### src/rtl/sseg_mux_hex.sv
// Time-multiplexed hex driver for a common-anode seven-segment display.
// Frame-synchronous value latch, per-digit enables and decimal points, leading-zero and ghost blanking.
module sseg_mux_hex #(
  parameter int NUM_DIGITS   = 4,
  parameter int REFRESH_DIV  = 100000,
  parameter int BLANK_CYCLES = 4
) (
  input  logic                    clk,
  input  logic                    reset,
  input  logic [4*NUM_DIGITS-1:0] value,
  input  logic                    load,
  input  logic [NUM_DIGITS-1:0]   dp_in,
  input  logic [NUM_DIGITS-1:0]   digit_en,
  input  logic                    lz_blank,
  output logic [6:0]              seg,
  output logic                    dp,
  output logic [NUM_DIGITS-1:0]   an
);

  localparam int CW = (REFRESH_DIV > 1) ? $clog2(REFRESH_DIV) : 1;
  localparam int IW = (NUM_DIGITS > 1) ? $clog2(NUM_DIGITS) : 1;
  localparam logic [CW-1:0] LAST_CNT  = CW'(REFRESH_DIV - 1);
  localparam logic [IW-1:0] LAST_IDX  = IW'(NUM_DIGITS - 1);
  localparam logic [CW-1:0] BLANK_END = CW'(BLANK_CYCLES);

  logic [CW-1:0]           cnt;
  logic [IW-1:0]           idx;
  logic                    slot_end;
  logic                    frame_end;

  logic [4*NUM_DIGITS-1:0] pend;
  logic [NUM_DIGITS-1:0]   pend_dp;
  logic                    pend_flag;
  logic [4*NUM_DIGITS-1:0] disp;
  logic [NUM_DIGITS-1:0]   disp_dp;

  logic [NUM_DIGITS-1:0]   lead_zero;
  logic                    zero_run;
  logic [3:0]              cur_nib;
  logic                    cur_dp;
  logic                    cur_en;
  logic                    cur_lead_zero;
  logic                    suppress;
  logic                    past_blank;
  logic                    lit;

  logic [6:0]              seg_next;
  logic                    dp_next;
  logic [NUM_DIGITS-1:0]   an_next;

  function automatic logic [6:0] hex_decode(input logic [3:0] nib);
    logic [6:0] s;
    case (nib)
      4'h0: s = 7'h40;
      4'h1: s = 7'h79;
      4'h2: s = 7'h24;
      4'h3: s = 7'h30;
      4'h4: s = 7'h19;
      4'h5: s = 7'h12;
      4'h6: s = 7'h02;
      4'h7: s = 7'h78;
      4'h8: s = 7'h00;
      4'h9: s = 7'h18;
      4'hA: s = 7'h08;
      4'hB: s = 7'h03;
      4'hC: s = 7'h46;
      4'hD: s = 7'h21;
      4'hE: s = 7'h06;
      default: s = 7'h0E;
    endcase
    return s;
  endfunction

  assign slot_end  = (cnt == LAST_CNT);
  assign frame_end = slot_end && (idx == LAST_IDX);

  // Slot timer and digit index
  always_ff @(posedge clk or posedge reset) begin
    if (reset) begin
      cnt <= '0;
      idx <= '0;
    end else if (slot_end) begin
      cnt <= '0;
      idx <= (idx == LAST_IDX) ? '0 : idx + 1'b1;
    end else begin
      cnt <= cnt + 1'b1;
    end
  end

  always_ff @(posedge clk or posedge reset) begin
    if (reset) begin
      pend      <= '0;
      pend_dp   <= '0;
      pend_flag <= 1'b0;
    end else begin
      if (load) begin
        pend    <= value;
        pend_dp <= dp_in;
      end
      if (frame_end)
        pend_flag <= 1'b0;
      else if (load)
        pend_flag <= 1'b1;
    end
  end

  // A load landing on the boundary cycle bypasses the pending register.
  always_ff @(posedge clk or posedge reset) begin
    if (reset) begin
      disp    <= '0;
      disp_dp <= '0;
    end else if (frame_end) begin
      if (load) begin
        disp    <= value;
        disp_dp <= dp_in;
      end else if (pend_flag) begin
        disp    <= pend;
        disp_dp <= pend_dp;
      end
    end
  end

  // lead_zero[i]: every displayed nibble from the top down to i is zero
  always_comb begin
    lead_zero = '0;
    zero_run  = 1'b1;
    for (int i = NUM_DIGITS - 1; i >= 0; i--) begin
      zero_run     = zero_run && (disp[4*i +: 4] == 4'h0);
      lead_zero[i] = zero_run;
    end
  end

  always_comb begin
    cur_nib       = 4'h0;
    cur_dp        = 1'b0;
    cur_en        = 1'b0;
    cur_lead_zero = 1'b0;
    for (int i = 0; i < NUM_DIGITS; i++) begin
      if (idx == IW'(i)) begin
        cur_nib       = disp[4*i +: 4];
        cur_dp        = disp_dp[i];
        cur_en        = digit_en[i];
        cur_lead_zero = lead_zero[i];
      end
    end
  end

  generate
    if (BLANK_CYCLES == 0) begin : g_no_blank
      assign past_blank = 1'b1;
    end else begin : g_blank
      assign past_blank = (cnt >= BLANK_END);
    end
  endgenerate

  assign suppress = lz_blank && (idx != '0) && cur_lead_zero;
  assign lit      = past_blank && cur_en && !suppress;

  always_comb begin
    an_next  = '1;
    seg_next = 7'h7F;
    dp_next  = 1'b1;
    if (lit) begin
      an_next  = ~(NUM_DIGITS'(1) << idx);
      seg_next = hex_decode(cur_nib);
      dp_next  = ~cur_dp;
    end
  end

  always_ff @(posedge clk or posedge reset) begin
    if (reset) begin
      an  <= '1;
      seg <= 7'h7F;
      dp  <= 1'b1;
    end else begin
      an  <= an_next;
      seg <= seg_next;
      dp  <= dp_next;
    end
  end

endmodule

### config.mk
export PLATFORM = sky130hd
export DESIGN_NAME = sseg_mux_hex
export DESIGN_NICKNAME = d
export VERILOG_FILES = /design/src/rtl/sseg_mux_hex.sv
export SDC_FILE = /design/constraint.sdc
export NUM_CORES = 1
export LEC_CHECK = 0
export CORE_ASPECT_RATIO = 1.5
export CORE_MARGIN = 4
export CORE_UTILIZATION = 56
export CTS_CLUSTER_DIAMETER = 200
export DETAILED_ROUTE_END_ITERATION = 16
export PLACE_DENSITY = 0.86
export SETUP_SLACK_MARGIN = 0.1
export SKIP_CTS_REPAIR_TIMING = 1
export SYNTH_ARGS = -nofsm -noshare
export SYNTH_HDL_FRONTEND = slang
export SYNTH_SLANG_ARGS = --single-unit
### constraint.sdc
create_clock -name clk -period 3 [get_ports clk]
set_input_delay 0.6 -clock clk [delete_from_list [all_inputs] [get_ports clk]]
set_output_delay 0.6 -clock clk [all_outputs]
set_load 0.01 [all_outputs]
## Word level (Yosys, flattened, before mapping)

Memory sizes are Yosys's and may differ from the RTL's.
Index checks and enable logic that the tools add are counted.

| word-level totals | value |
|---|---|
| memories | 1 |
| output and inout bits | 12 |
| input port bits | 28 |
| ROM bits | 112 |
| register bits after elaboration | 72 |
| logic and storage cells | 66 |

| cells by class | value |
|---|---|
| add/sub/neg operators | 2 |
| $lt $le $gt $ge | 1 |
| shift operators | 1 |
| reductions and logical operators | 18 |
| equal/unequal tests | 4 |
| multiplexer cells | 27 |
| bitwise gates (word level) | 2 |

Memory list:

| memory | depth | width | rd ports | clocked after memory_dff | wr ports | line | source |
|---|---|---|---|---|---|---|---|
| (no name shown) | 16 | 7 | 1 | 0 | 0 | 53 | `case (nib)` |

Operator list:

| operator | number |
|---|---|
| two-way mux 16 bit | 2 |
| two-way mux 4 bit | 7 |
| adder 17 x 1 -> 17 bit (second input constant) | 1 |
| == test 17 bit (second input constant) | 1 |
| greater-or-equal comparator 17 x 3 -> 1 bit (second input constant) | 1 |
| two-way mux 17 bit | 1 |
| logical NOT 4 bit | 4 |
| two-way mux 1 bit | 15 |
| logical AND 1 bit | 8 |
| two-way mux 7 bit | 1 |
| nonzero test 2 bit | 3 |
| == test 2 bit (second input constant) | 2 |
| inverter 4 bit | 1 |
| << shifter 1 x 2 -> 4 bit (first input constant) | 1 |
| adder 2 x 1 -> 2 bit (second input constant) | 1 |
| == test 2 x 1 -> 1 bit (second input constant) | 1 |
| logical NOT 2 bit | 1 |
| two-way mux 2 bit | 1 |
| AND reduction 2 bit | 1 |
| logical NOT 1 bit | 1 |
| inverter 1 bit | 1 |

## Depth between registers and ports, before layout

Gate-level depths: netlist of run 1.

| depth | value |
|---|---|
| depth after elaboration | 12 |
| mapped depth | 10 |
| depth with buffers taken out | 10 |

## Least setup slack after synthesis of run 1

Ideal clock, no wire load.

| timing path | value |
|---|---|
| path kind | reg2reg |
| start point | register idx[0] |
| end point | register seg[3] |
| arrival | 2265 ps |
| clock period less this slack | 2356 ps |
| cell stages (with the launch flop) | 11 |
| setup slack | 644 ps |
| path buffers | 0 |
| cell sequence | dfrtp_1 -> inv_1 -> ha_1 -> and2b_1 -> a22oi_1 -> a221oi_2 -> inv_1 -> ha_1 -> mux2i_1 -> nor2_1 -> o31ai_1 |

| on the way | value |
|---|---|
| word-level cells in the longest chain between the ends | 9 |

Ends and longest elaborated chain:

| what | line | source |
|---|---|---|
| start: declaration | 27 | `logic [IW-1:0] idx;` |
| start signal: assignment | 84 | `idx <= (idx == LAST_IDX) ? '0 : idx + 1'b1;` |
| branches (longest 8 deep; another with memory read (16 x 7 bit)) | - |  |
| two-way mux 7 bit (*) | 163 | `if (lit) begin` |
| via seg_next[3] | 47 | `logic [6:0] seg_next;` |
| end signal: assignment | 177 | `seg <= seg_next;` |
| end: declaration | 15 | `output logic [6:0] seg,` |

Mark *: on every way through the listed nets, which the timed path passes.
A chain may end at the register's enable or synchronous reset.

## Final worst setup path of run 1

Ends and elaborated chain as after synthesis.

==> results.ini, run 1 <==
[status]
status = complete, no violations

[floorplan]
io_pins = 40
die-height_um = 104
fp.dieW_um = 72.1
die-area_um2 = 7520
initial_core_util = 0.584
placementRows = 34
core_area_um2 = 5910

[detailed_routing]
drc_errors = 0
vias = 2338
dr.pass1.iters = 4
wl_per_cell_um = 17.7
drtAntennaViolNets = 0
first_iter_violations = 239
wl_um = 7080
viasPerCell = 5.85

[critical_path]
cp_max_fo = 12
r2r_cells = 9
critPathArrivalTime_ns = 2.89
cp.required_ns = 3.26
end_kind = flip-flop
regToRegStartpoint = idx[0]$_DFFE_PP0N_
cp-start-kind = flip-flop
worstReg2RegEnd = seg[3]$_DFF_PP1_
critPathKind = reg -> reg
r2r_slack_ns = 0.37

[timing]
clock.fmax_mhz = 380
layout_min_cycle_time_ns = 2.63
drv_slew = 0
finClkSkew_ns = 0.0134
finalCritPeriodShare = 0.878
rsz0062_at_grt = false
hold_viol = 0
relSlewSlack = 0.540
setup_viol = 0
tightestPinTransition_ns = 0.685
hold_slack_ns = 0.500
finalSetupTns_ns = 0

[power_and_ir_drop]
switching_share = 0.208
power_frac_seq = 0.485
finalPower_w = 0.00209
combPwrFrac = 0.060
leakagePower_nw = 1.85
intPower_w = 0.00166
power.switching_w = 0.000435
p_clk_frac = 0.455
peakVddDrop_uv = 354
pwr_density_cell_nw_per_um2 = 498

[yosys]
async_reset_ff_frac = 1.00
yosysWarnings = 0
syn_area_um2 = 3450
syn_avg_cell_area_um2 = 12.4
yosysMostFrequentCell = dfrtp_1
synth.yosys.seq_area_share = 0.526
synth.distinct_cells = 51
synth_fp_nets = 317
ys_seq_elements = 72
synth.top_cell.area_share = 0.435
synth_ff_type = dfrtp_1
synth-edff-count = 0
synth_top_area_cell = dfrtp_1
netlist_instances = 278
synthTopCellsByArea = dfrtp_1 (43%), dfstp_2 (9.1%), mux2_4 (8.7%), mux2_2 (6.5%), ha_1 (4.0%)
synthTopCellsByCount = dfrtp_1 (60), nand2_1 (24), mux2_2 (20), mux2_4 (20), nor2_1 (13)

[layout]
regArea_um2 = 1820
fillers = 400
drive_gt1_frac = 0.265
antennaDiodeCount = 0
syn2layout_area_growth_pct = 21.5
fin_nets = 362
multi_input_area_um2 = 1550

[grt]
grt_max_degree = 43
grt_pass1_vias = 2430
track_usage = 0.201
antenna_found_initial = 0
grt_first_pass_wirelength_um = 11600
overflow = 0

[worst_hold_path]
hp-start = pend[1]$_DFFE_PP0P_
min_path_type = reg -> reg
min_path_cells = 1
hold_path_end = pend[1]$_DFFE_PP0P_

[clock_network]
cts_sinks = 72
htreeDepth = 3
clk_path_buf_depth = 2
cts_made_buffers = 9
cts_tree = yes
clock_latency_ns = 0.35
path_clk_slew_ns = 0.08
root_buffer = clkbuf_8

[run]
cap_viol_max_count = 0

[placement]
portBuffers = 39
gp_congestion = 0.908
hpwl_um = 4980

-- worst max-delay path, cell delays in order, from the launching register on --
cell and delay [ns]:
dfrtp_1 0.42, inv_1 0.11, ha_1 0.41, nor2_2 0.16
a221oi_4 0.38, inv_1 0.15, ha_1 0.39, mux2i_1 0.21
nor2_1 0.05, o31ai_1 0.26
-- routing by layer --
metal	vias up	global-route usage	part of all wire
met3	20	0.0561	0.049
met2	77	0.338	0.54
li1	1092	-	-
met4	0	0.0981	0.034
met5	-	0	0
met1	1149	0.229	0.37
-- registers in the layout (all words and copies together) (netlist names), 2 cells and up --
| register | count |
|---|---|
| pend_dp | 4 |
| seg | 7 |
| idx | 2 |
| disp | 16 |
| disp_dp | 4 |
| cnt | 17 |
| an | 4 |
| pend | 16 |
-- final cells by class --
type / instances / share of cell area
inverters: 10 / 0.00894
well taps: 72 / 0.0215
clock inverters: 6 / 0.0274
multi-input cells: 185 / 0.370
repair buffers: 45 / 0.107
flip-flops and latches: 72 / 0.433
clock buffers: 10 / 0.0328
-- cells in the final DEF (no fill, tap or decap), types with 2 or more instances in the layout --
master,synthesis,routed
bufinv_16,0,3
o21ai_0,3,3
nand2_1,24,24
xnor2_1,8,8
a21oi_1,7,7
nor2b_1,6,6
nand3b_1,4,4
clkbuf_8,0,10
nand4_1,5,5
mux2_4,20,20
nor3_1,3,3
nand3_1,5,5
o31ai_1,3,2
dfrtp_1,60,60
o22ai_1,2,2
xor2_1,6,6
nor3b_1,3,3
and3_1,3,3
clkdlybuf4s50_1,0,39
a221oi_1,3,3
buf_4,1,5
mux2i_1,3,3
nor4_1,7,7
mux2_2,20,20
o221ai_1,4,4
dfstp_2,12,12
ha_1,11,10
nor2_1,13,13
inv_1,10,9
-- worst max path at each step --
stage / start / end / slack (ns) / cells past startpoint
final: idx[0]$_DFFE_PP0N_ / seg[3]$_DFF_PP1_ / 0.37 / 9
after detailed placement: idx[1]$_DFFE_PP0N_ / seg[2]$_DFF_PP1_ / 0.25 / 8
after CTS: idx[1]$_DFFE_PP0N_ / seg[2]$_DFF_PP1_ / 0.21 / 8
after floorplan: reset / cnt[0]$_DFF_PP0_ / 0.59 / 1
after global routing: idx[0]$_DFFE_PP0N_ / seg[3]$_DFF_PP1_ / 0.16 / 10
after global placement: idx[0]$_DFFE_PP0N_ / seg[3]$_DFF_PP1_ / 0.47 / 9
-- metrics by stage --
stage	utilization	setup WS, ns	instances	instance area [µm²]
after detailed placement	0.664	0.248	384	3930
after floorplan	-	0.595	278	3450
after global placement	0.664	0.471	384	3930
after global routing	0.710	0.157	400	4200
after CTS	0.707	0.207	400	4180
final	0.710	0.366	400	4200
-- logic make-up after synthesis --
| kind of cell | share of synthesized area |
|---|---|
| AOI/OAI and AO/OA | 0.0775 |
| xor gates and xnor gates | 0.0355 |
| adders and majority gates | 0.0398 |
| buffers and inverters | 0.0304 |
| DFF | 0.526 |
| muxes | 0.161 |
| and+or+nand+nor | 0.130 |
-- power by group through the flow --
stage	Clock (W)	Sequential, W	Combinational [W]
3_3_place_gp	0	0.00103	0.000124
3_5_place_dp	0	0.00103	0.000127
6_report	0.000951	0.00101	0.000125
4_1_cts	0.000968	0.00101	0.000128
5_1_grt	0.00101	0.00102	0.000138
2_1_floorplan	0	0.00103	0.0000609
Note: power is estimated with default switching activity, not from simulation.
==> run 2, diff against run 1 <==
--- a/config.mk
+++ b/config.mk
@@ -11,7 +11,7 @@
 export CTS_CLUSTER_DIAMETER = 200
 export DETAILED_ROUTE_END_ITERATION = 16
 export PLACE_DENSITY = 0.86
-export SETUP_SLACK_MARGIN = 0.1
+export SETUP_SLACK_MARGIN = 0.3
 export SKIP_CTS_REPAIR_TIMING = 1
 export SYNTH_ARGS = -nofsm -noshare
 export SYNTH_HDL_FRONTEND = slang
==> results.ini, run 2 (synthesis gave the netlist of run 1 again) <==
[power_and_ir_drop]
leakagePower_nw = 1.86  ; +0.71%
finalPower_w = 0.00209  ; about the same
peakVddDrop_uv = 354  ; about the same
pwr_density_cell_nw_per_um2 = 492  ; -1.2%

[layout]
syn2layout_area_growth_pct = 22.9
drive_gt1_frac = 0.285  ; +0.0196
final_common_cell = dfrtp_1
final_cell_mix = dfrtp_1 (60), clkdlybuf4s50_1 (39), nand2_1 (24)
final_cell_count_no_fill = 402  ; +0.50%
reg_top3 = cnt: 17 flops, disp: 16 flops, pend: 16 flops
fin_util = 0.718  ; +0.00846
largest_register_ff_count = 17  ; unchanged
top_register = cnt
antennaDiodeCount = 0  ; unchanged
fin_nets = 364  ; +0.55%

[floorplan]
die-height_um = 104  ; unchanged
die-area_um2 = 7520  ; unchanged
core_area_um2 = 5910  ; unchanged
placementRows = 34  ; unchanged
initial_core_util = 0.584  ; unchanged
io_pins = 40  ; unchanged
fp.dieW_um = 72.1  ; unchanged

[grt]
grt_pass1_vias = 2430  ; unchanged
antenna_found_initial = 0  ; unchanged
track_usage = 0.201  ; unchanged
overflow = 0  ; unchanged
grt_first_pass_wirelength_um = 11600  ; unchanged
grt_max_degree = 43  ; unchanged

[critical_path]
end_kind = flip-flop
critPathArrivalTime_ns = 2.77  ; -0.12 ns
cp_max_fo = 12  ; unchanged
crit_top_cell = inv_1
cp_slowest_cell = dfrtp_1
critPathKind = reg -> reg
cp.required_ns = 3.25  ; about the same
cpPeakStageDelay_ns = 0.38  ; -0.04 ns
cp-start-kind = flip-flop
crit_chain = inv_1, ha_2, and2b_1, a22oi_1, a221oi_4, inv_1, ha_4, mux2i_1, nor2_1, o31ai_1

[timing]
clock.fmax_mhz = 398  ; +4.9%
drv_slew = 0  ; unchanged
setup_ws_ns = 0.489  ; +0.123 ns
finalSetupTns_ns = 0  ; unchanged
setup_viol = 0  ; unchanged
tightestPinTransition_ns = 0.712  ; +0.0270 ns
finClkSkew_ns = 0.0126  ; -0.000837 ns
finalCritPeriodShare = 0.837  ; -0.0410
hold_viol = 0  ; unchanged
rsz0062_at_grt = false
relSlewSlack = 0.522  ; -0.0181
layout_min_cycle_time_ns = 2.51  ; -0.123 ns

[detailed_routing]
viasPerCell = 5.85  ; +0.14%
vias = 2353  ; +0.64%
wl_um = 7210  ; +1.8%
first_iter_violations = 246  ; +2.9%
drtAntennaViolNets = 0  ; unchanged
wl_per_cell_um = 17.9  ; +1.3%
dr.pass1.iters = 5  ; +1
drc_errors = 0  ; unchanged

[placement]
place_inst = 384  ; unchanged
place_ws_ns = 0.248  ; unchanged
gp_congestion = 0.908  ; unchanged
portBuffers = 39  ; unchanged
hpwl_um = 4980  ; unchanged

[clock_network]
htreeDepth = 3  ; unchanged
root_buffer = clkbuf_8
path_clk_slew_ns = 0.08  ; about the same
cts_sinks = 72  ; unchanged
cts_made_buffers = 9  ; unchanged
clock_latency_ns = 0.35  ; about the same
clk_path_buf_depth = 2  ; unchanged
cts_tree = yes

[worst_hold_path]
min_path_type = reg -> reg

[run]
cap_viol_max_count = 0  ; unchanged

[status]
status = complete, no violations

run 2: changes by cell type in the layout (fill, tap and decap cells not counted):
cell      change
a221oi_2      +1
a221oi_1      -1
o31ai_2       -1
o31ai_4       +1
ha_1          -4
ha_4          +1
ha_2          +3
buf_4         +2
run 2: layer usage:
layer / vias to the layer above / routed length (µm) / share of wire / track usage
met3: 25 / 408 / 0.057 / 0.0561
li1: 1089 / - / - / -
met4: 0 / 255 / 0.035 / 0.0981
met2: 92 / 3880 / 0.54 / 0.338
met5: - / 0 / 0 / 0
met1: 1147 / 2660 / 0.37 / 0.229
run 2: critical path: cells and delay by family, from the launching register on:
family / cells / cell delay [ns]
mux: 1 / 0.19
buf+inv: 2 / 0.25
flops: 1 / 0.38
compound gates: 3 / 0.69
fa+ha+maj: 2 / 0.57
simple gates: 2 / 0.32
run 2: cell type report:
class,count,area [µm²]
Sequential cell,72,1820
Fill cell,389,1670
Multi-Input combinational cell,185,1590
Timing Repair Buffer,47,463
Clock buffer,10,138
Clock inverter,6,115
Tap cell,72,90.1
Inverter,10,37.5
run 2: path summary, 6_finish.rpt:
| kind | from | endpoint | slack (ns) | cells past startpoint |
|---|---|---|---|---|
| max reg2reg | idx[1]$_DFFE_PP0N_ | seg[3]$_DFF_PP1_ | 0.49 | 10 |
| min | pend[1]$_DFFE_PP0P_ | pend[1]$_DFFE_PP0P_ | 0.50 | 1 |
| max in group asynchronous | reset | seg[1]$_DFF_PP1_ | 1.66 | 3 |
| min reg2reg | pend[1]$_DFFE_PP0P_ | pend[1]$_DFFE_PP0P_ | 0.50 | 1 |
| min in group asynchronous | reset | disp_dp[3]$_DFFE_PP0P_ | 0.65 | 2 |
| max | idx[1]$_DFFE_PP0N_ | seg[3]$_DFF_PP1_ | 0.49 | 10 |
run 2: power by group:
group	internal, W	switching (W)	leakage [nW]	total [W]
Sequential	0.00101	0.00000821	0.899	0.00101
Clock	0.000579	0.000371	0.123	0.000950
Combinational	0.0000711	0.0000545	0.841	0.000126
Total	0.00166	0.000433	1.86	0.00209
run 2: per-stage QoR:
| step | area, µm² | hold slack (ns) |
|---|---|---|
| after floorplan | 3450 | 0.468 |
| after global placement | 3930 | 0.481 |
| after detailed placement | 3930 | 0.487 |
| after CTS | 4180 | 0.503 |
| after global routing | 4250 | 0.525 |
| final | 4250 | 0.500 |
